--- src/rtl/crp16_regfile_context_unit_pkg.sv ---
// Shared state encoding and default sizing for the CRP16 register-file context unit.
package crp16_regfile_context_unit_pkg;

  localparam int unsigned CTX_NUM_REGS_DEF   = 8;
  localparam int unsigned CTX_DATA_WIDTH_DEF = 16;
  localparam int unsigned CTX_SEL_WIDTH_DEF  = 3;

  typedef enum logic [1:0] {
    CTX_IDLE    = 2'd0,
    CTX_SAVE    = 2'd1,
    CTX_RESTORE = 2'd2
  } ctx_state_e;

endpackage

--- src/rtl/crp16_ctx_checksum.sv ---
// Clear/accumulate/compare adder for the context stream checksum word.
// Only built when CRP16_CTX_CHECKSUM_EN is defined.
`ifdef CRP16_CTX_CHECKSUM_EN
module crp16_ctx_checksum #(
  parameter int unsigned DATA_WIDTH = 16
) (
  input  logic                  clock,
  input  logic                  resetn,
  input  logic                  clear,
  input  logic                  accum,
  input  logic [DATA_WIDTH-1:0] add_val,
  input  logic [DATA_WIDTH-1:0] cmp_val,
  output logic [DATA_WIDTH-1:0] sum,
  output logic                  mismatch_c
);

  logic [DATA_WIDTH-1:0] sum_q, sum_d;

  always_comb begin
    sum_d = sum_q;
    if (clear) begin
      sum_d = '0;
    end else if (accum) begin
      sum_d = sum_q + add_val;
    end
  end

  always_ff @(posedge clock) begin
    if (!resetn) begin
      sum_q <= '0;
    end else begin
      sum_q <= sum_d;
    end
  end

  assign sum        = sum_q;
  assign mismatch_c = (sum_q != cmp_val);

endmodule
`endif

--- src/rtl/crp16_regfile_context_unit.sv ---
// Save/restore engine that walks the CRP16 register file over valid/ready streams.
// CRP16_CTX_CHECKSUM_EN appends/verifies a modular-sum checksum word.
module crp16_regfile_context_unit
  import crp16_regfile_context_unit_pkg::*;
#(
  parameter int unsigned NUM_REGS   = CTX_NUM_REGS_DEF,
  parameter int unsigned DATA_WIDTH = CTX_DATA_WIDTH_DEF,
  parameter int unsigned SEL_WIDTH  = CTX_SEL_WIDTH_DEF
) (
  input  logic                  clock,
  input  logic                  resetn,
  input  logic                  save_req,
  input  logic                  restore_req,
  output logic                  busy,
  output logic                  done,
  output logic                  restore_error,
  output logic [SEL_WIDTH-1:0]  rf_a_select,
  input  logic [DATA_WIDTH-1:0] rf_a_val,
  output logic [DATA_WIDTH-1:0] rf_write_val,
  output logic [SEL_WIDTH-1:0]  rf_write_select,
  output logic                  rf_write,
  output logic [DATA_WIDTH-1:0] out_data,
  output logic                  out_valid,
  input  logic                  out_ready,
  input  logic [DATA_WIDTH-1:0] in_data,
  input  logic                  in_valid,
  output logic                  in_ready
);

  localparam int unsigned IDX_W = SEL_WIDTH + 1;
`ifdef CRP16_CTX_CHECKSUM_EN
  localparam int unsigned NUM_WORDS = NUM_REGS + 1;
`else
  localparam int unsigned NUM_WORDS = NUM_REGS;
`endif

  ctx_state_e            state_q, state_d;
  logic [IDX_W-1:0]      idx_q, idx_d;
  logic                  done_q, done_d;
  logic                  out_xfer_c, in_xfer_c, last_word_c, reg_word_c;
  logic [DATA_WIDTH-1:0] save_word_c;

  assign out_xfer_c  = (state_q == CTX_SAVE) && out_ready;
  assign in_xfer_c   = (state_q == CTX_RESTORE) && in_valid;
  assign last_word_c = (idx_q == IDX_W'(NUM_WORDS - 1));
  assign reg_word_c  = (idx_q < IDX_W'(NUM_REGS));

`ifdef CRP16_CTX_CHECKSUM_EN
  logic                  restore_error_q, restore_error_d;
  logic [DATA_WIDTH-1:0] ck_sum_c;
  logic                  ck_mismatch_c;

  // Sum is cleared while idle and folds in every register word moved either way.
  crp16_ctx_checksum #(.DATA_WIDTH(DATA_WIDTH)) u_checksum (
    .clock      (clock),
    .resetn     (resetn),
    .clear      (state_q == CTX_IDLE),
    .accum      ((out_xfer_c || in_xfer_c) && reg_word_c),
    .add_val    ((state_q == CTX_SAVE) ? rf_a_val : in_data),
    .cmp_val    (in_data),
    .sum        (ck_sum_c),
    .mismatch_c (ck_mismatch_c)
  );

  assign save_word_c   = ((state_q == CTX_SAVE) && !reg_word_c) ? ck_sum_c : rf_a_val;
  assign restore_error = restore_error_q;
`else
  assign save_word_c   = rf_a_val;
  assign restore_error = 1'b0;
`endif

  always_comb begin
    state_d = state_q;
    idx_d   = idx_q;
    done_d  = 1'b0;
`ifdef CRP16_CTX_CHECKSUM_EN
    restore_error_d = restore_error_q;
`endif
    case (state_q)
      CTX_IDLE: begin
        if (save_req) begin
          state_d = CTX_SAVE;
          idx_d   = '0;
        end else if (restore_req) begin
          state_d = CTX_RESTORE;
          idx_d   = '0;
`ifdef CRP16_CTX_CHECKSUM_EN
          restore_error_d = 1'b0;
`endif
        end
      end
      CTX_SAVE, CTX_RESTORE: begin
        if (out_xfer_c || in_xfer_c) begin
          idx_d = idx_q + IDX_W'(1);
          if (last_word_c) begin
            state_d = CTX_IDLE;
            idx_d   = '0;
            done_d  = 1'b1;
          end
`ifdef CRP16_CTX_CHECKSUM_EN
          if (in_xfer_c && !reg_word_c && ck_mismatch_c) begin
            restore_error_d = 1'b1;
          end
`endif
        end
      end
      default: begin
        state_d = CTX_IDLE;
        idx_d   = '0;
      end
    endcase
  end

  always_ff @(posedge clock) begin
    if (!resetn) begin
      state_q <= CTX_IDLE;
      idx_q   <= '0;
      done_q  <= 1'b0;
`ifdef CRP16_CTX_CHECKSUM_EN
      restore_error_q <= 1'b0;
`endif
    end else begin
      state_q <= state_d;
      idx_q   <= idx_d;
      done_q  <= done_d;
`ifdef CRP16_CTX_CHECKSUM_EN
      restore_error_q <= restore_error_d;
`endif
    end
  end

  // Port strobes follow the current state; writes only on an accepted register word.
  assign busy            = (state_q != CTX_IDLE);
  assign done            = done_q;
  assign out_valid       = (state_q == CTX_SAVE);
  assign out_data        = save_word_c;
  assign rf_a_select     = (out_valid && reg_word_c) ? idx_q[SEL_WIDTH-1:0] : '0;
  assign in_ready        = (state_q == CTX_RESTORE);
  assign rf_write        = in_xfer_c && reg_word_c;
  assign rf_write_select = rf_write ? idx_q[SEL_WIDTH-1:0] : '0;
  assign rf_write_val    = rf_write ? in_data : '0;

endmodule

--- config.mk ---
export PLATFORM = sky130hd
export DESIGN_NAME = crp16_regfile_context_unit
export DESIGN_NICKNAME = d
export VERILOG_FILES = /design/src/rtl/crp16_regfile_context_unit_pkg.sv /design/src/rtl/crp16_ctx_checksum.sv /design/src/rtl/crp16_regfile_context_unit.sv
export SDC_FILE = /design/constraint.sdc
export NUM_CORES = 1
export LEC_CHECK = 0
export CAP_MARGIN = 5
export CELL_PAD_IN_SITES_DETAIL_PLACEMENT = 0
export CELL_PAD_IN_SITES_GLOBAL_PLACEMENT = 1
export CORE_MARGIN = 3
export CORE_UTILIZATION = 17
export DETAILED_ROUTE_END_ITERATION = 8
export GPL_TIMING_DRIVEN = 0
export HOLD_SLACK_MARGIN = 0.15
export PLACE_DENSITY_LB_ADDON = 0.1
export SYNTH_ARGS = -nofsm -noshare
export SYNTH_HDL_FRONTEND = slang
export SYNTH_SLANG_ARGS = --single-unit
--- constraint.sdc ---
create_clock -name clock -period 1.75 [get_ports clock]
set_input_delay 0.2625 -clock clock [delete_from_list [all_inputs] [get_ports clock]]
set_output_delay 0.2625 -clock clock [all_outputs]
set_load 0.01 [all_outputs]
==> results.yml <==
drt:
  wire_per_inst_um: 12.0
  drt_pre_antenna_iters: 2
  viasPerCell: 3.95
  vias: 817
  wl_mm: 2.47
  drc: 0
  ant_nets: 0
  drt_iter0_markers: 4
yosys:
  synth-seq-cells: 7
  ys_types: 30
  synthCells: 87
  netlist_area_um2: 738
  ys_seq_area_share_pct: 19.0
  ys_warn_count: 0
  synth_nets: 129
  syn_area_per_cell_um2: 8.49
setup_path:
  startpoint_type: "flop"
  rrSetupSlack_ns: 0.20
  cp_slowest_stage_delay_ns: 0.54
  rr_startpoint: "state_q[0]"
  crit_chain: "inv_4 -> ha_4 -> buf_4 -> clkdlybuf4s50_1"
  reg2regPathDepth: 7
  cp_num_buf_inv: 3
  criticalPathCategory: "reg -> out"
  rr_endpoint: "state_q[0]"
  path_max_fanout: 3
  worstPathRequired_ns: 1.49
  worstPathArrival_ns: 1.44
  cpMaxStageDelayCell: "clkdlybuf4s50_1"
  cp-end-kind: "output pin"
  cp_top_family: "buffers and inverters"
flow_run:
  cap_violations: 0
floorplan:
  core_area_mm2: 0.00409
  ios: 82
  die_h_um: 71.9
  row_count: 23
  dieArea_mm2: 0.00517
  die_w_um: 71.9
  start_util_pct: 18.1
placed_design:
  gp_congestion: 0.751
  pre_cts_ws_ns: -0.480
  io_buffers: 63
  dp_hpwl_mm: 2.02
sta:
  finClkSkew_ns: 0.000352
  period_needed_ns: 1.70
  report.final.slew_viol_count: 0
  setup_tns_ns: 0
  fmax_mhz: 587
  hold_viol: 0
  setup_viol: 0
  grt_setup_unrepaired: "true"
  worst_slack_ns: 0.0474
  fin_crit_sh_pct: 97.3
global_routing:
  track_usage_pct: 8.65
  antenna_found_initial: 0
  grt_max_degree: 11
  grt_pass1_wl_mm: 3.59
  grt_pass1_vias: 797
  grt.overflow.total: 0
layout:
  n_antenna_cell: 0
  syn_to_final_growth_pct: 99.0
  multi_input_area_um2: 475
  fillers: 446
  nets: 200
  seq_area_um2: 145
  drive_above_1_share_pct: 39.5
pwr:
  intPower_uw: 714
  power_leakage_uw: 0.000720
  p_per_area_mw_per_mm2: 759
  p_seq_share_pct: 20.5
  comb_power_share_pct: 59.6
  p_clk_share_pct: 19.9
  switching_share_pct: 35.9
  ir_drop_mv: 0.534
  power.switching_uw: 400
clocking:
  cts-htree-levels: 1
  numClockSinks: 7
  cts_root_buf: "clkbuf_8"
  cts_buffers: 3
  cts_tree: "built"
  cts_buffer_depth: 2
  clk_pin_slew_worst_paths_ns: 0.04
  insertion_delay_ns: 0.22
  cts_hold_buf: 0
worst_hold_path:
  hold-path-endpoint: "done"
  hold_class: "in -> reg"
  min_path_cells: 3
  min_from: "resetn"
status:
  outcome: "complete, no violations"
==> layout by cell type, fill, tap and decap left out, types with 2 or more instances in the layout <==
| cell type | synthesis | final |
|---|---|---|
| buf_4 | 17 | 18 |
| buf_2 | 0 | 20 |
| and2_1 | 19 | 19 |
| mux2i_1 | 2 | 2 |
| nand3_1 | 2 | 2 |
| clkbuf_8 | 1 | 7 |
| and3b_2 | 3 | 3 |
| ha_4 | 0 | 2 |
| nand2_1 | 6 | 5 |
| clkdlybuf4s50_1 | 0 | 38 |
| nor2b_1 | 2 | 2 |
| inv_1 | 3 | 2 |
| dfxtp_1 | 7 | 5 |
| dlygate4sd2_1 | 0 | 5 |
==> final cells by class <==
| cell class | instances | share of cell area [%] |
|---|---|---|
| clock buffer | 4 | 3.07 |
| multi-input combinational | 57 | 32.4 |
| buffer | 20 | 11.5 |
| tap | 50 | 4.26 |
| inverter | 3 | 0.937 |
| sequential | 7 | 9.88 |
| timing repair buffer | 66 | 38.0 |
==> cells by family after synthesis <==
family	share of synthesized area, %
AO/OA/AOI/OAI	9.83
XOR/XNOR	2.37
adder cells (fa/ha/maj)	6.78
buffers and inverters	21.7
flip-flops	19.0
multiplexers	2.71
other	0.508
AND/OR/NAND/NOR	37.1
==> metal layers <==
metal  wire length [um]  part of all wire, %  GRT usage, %
met1                983                   40          9.43
met3                255                   10          2.08
met4                 16                 0.65          3.13
met5                  0                    0             0
met2               1220                   49          16.1
==> flip-flops by register name, indices dropped and copies added (netlist names) <==
name	count
state_q	2
done	1
idx_q	4
==> worst reg2reg max path, delay by kind of cell, from the launching register on <==
kind / cells / cell delay, ns
compound gates: 2 / 0.42
flops: 1 / 0.36
mux: 1 / 0.21
buf+inv: 2 / 0.18
simple gates: 1 / 0.17
fa+ha+maj: 1 / 0.14
==> what timing repair did <==
action,4_1_cts,5_1_grt
buffers inserted,1,0
pin swaps,1,0
gates resized for setup,101,2
cloned,2,0
endpoints found under the setup margin,24,2
==> power by group through the flow <==
stage,clock (uW),sequential (uW),combinational (uW)
2_1_floorplan,0,206,364
3_3_place_gp,0,214,628
3_5_place_dp,0,215,628
6_report,222,228,665
4_1_cts,230,229,676
5_1_grt,237,234,724
==> synth_stat cells <==
| master | instances | area, um^2 |
|---|---|---|
| conb_1 | 1 | 3.75 |
| mux2i_1 | 2 | 20.0 |
| inv_1 | 3 | 11.3 |
| nor2b_1 | 2 | 12.5 |
| and2_1 | 19 | 119 |
| nand4bb_1 | 1 | 11.3 |
| clkbuf_1 | 2 | 7.51 |
| xnor2_1 | 1 | 8.76 |
| dfxtp_1 | 7 | 140 |
| buf_4 | 17 | 128 |
| nor3b_4 | 1 | 18.8 |
| a21oi_4 | 1 | 16.3 |
| ha_1 | 4 | 50.1 |
| a22oi_1 | 1 | 7.51 |
| nand3b_1 | 1 | 7.51 |
| xor2_1 | 1 | 8.76 |
| o21ai_0 | 1 | 5.00 |
| a21o_1 | 1 | 7.51 |
| nand4b_2 | 1 | 15.0 |
| and3b_2 | 3 | 30.0 |
| a211oi_2 | 1 | 12.5 |
| a32oi_1 | 1 | 8.76 |
| nor3b_2 | 1 | 12.5 |
| nor2_1 | 2 | 7.51 |
| clkbuf_8 | 1 | 13.8 |
| a21oi_1 | 1 | 5.00 |
| nand2_1 | 6 | 22.5 |
| nand3_1 | 2 | 10.0 |
| nor3b_1 | 1 | 7.51 |
| a22o_2 | 1 | 10.0 |
==> through the flow <==
step / power, uW / instance area (um^2) / utilization, % / hold WS (ns) / cells
floorplan: 570 / 738 / - / 0.416 / 87
global placement: 842 / 1430 / 35.0 / 0.467 / 200
detailed placement: 843 / 1430 / 35.0 / 0.478 / 200
CTS: 1130 / 1470 / 35.9 / 0.321 / 207
global route: 1190 / 1470 / 35.9 / 0.339 / 207
finish: 1110 / 1470 / 35.9 / 0.321 / 207
==> how the worst max path moves through the flow <==
stage	cells past startpoint	to	startpoint	slack, ns
finish	4	in_ready	state_q[0]	0.05
floorplan	6	rf_write_val[1]	state_q[0]	0.22
global placement	6	rf_write_select[0]	in_valid	-0.46
global route	7	rf_write_val[15]	state_q[0]	-0.0001
detailed placement	6	rf_write_select[0]	in_valid	-0.48
CTS	6	rf_write	state_q[0]	0.03
(Power assumes the default switching activity.)
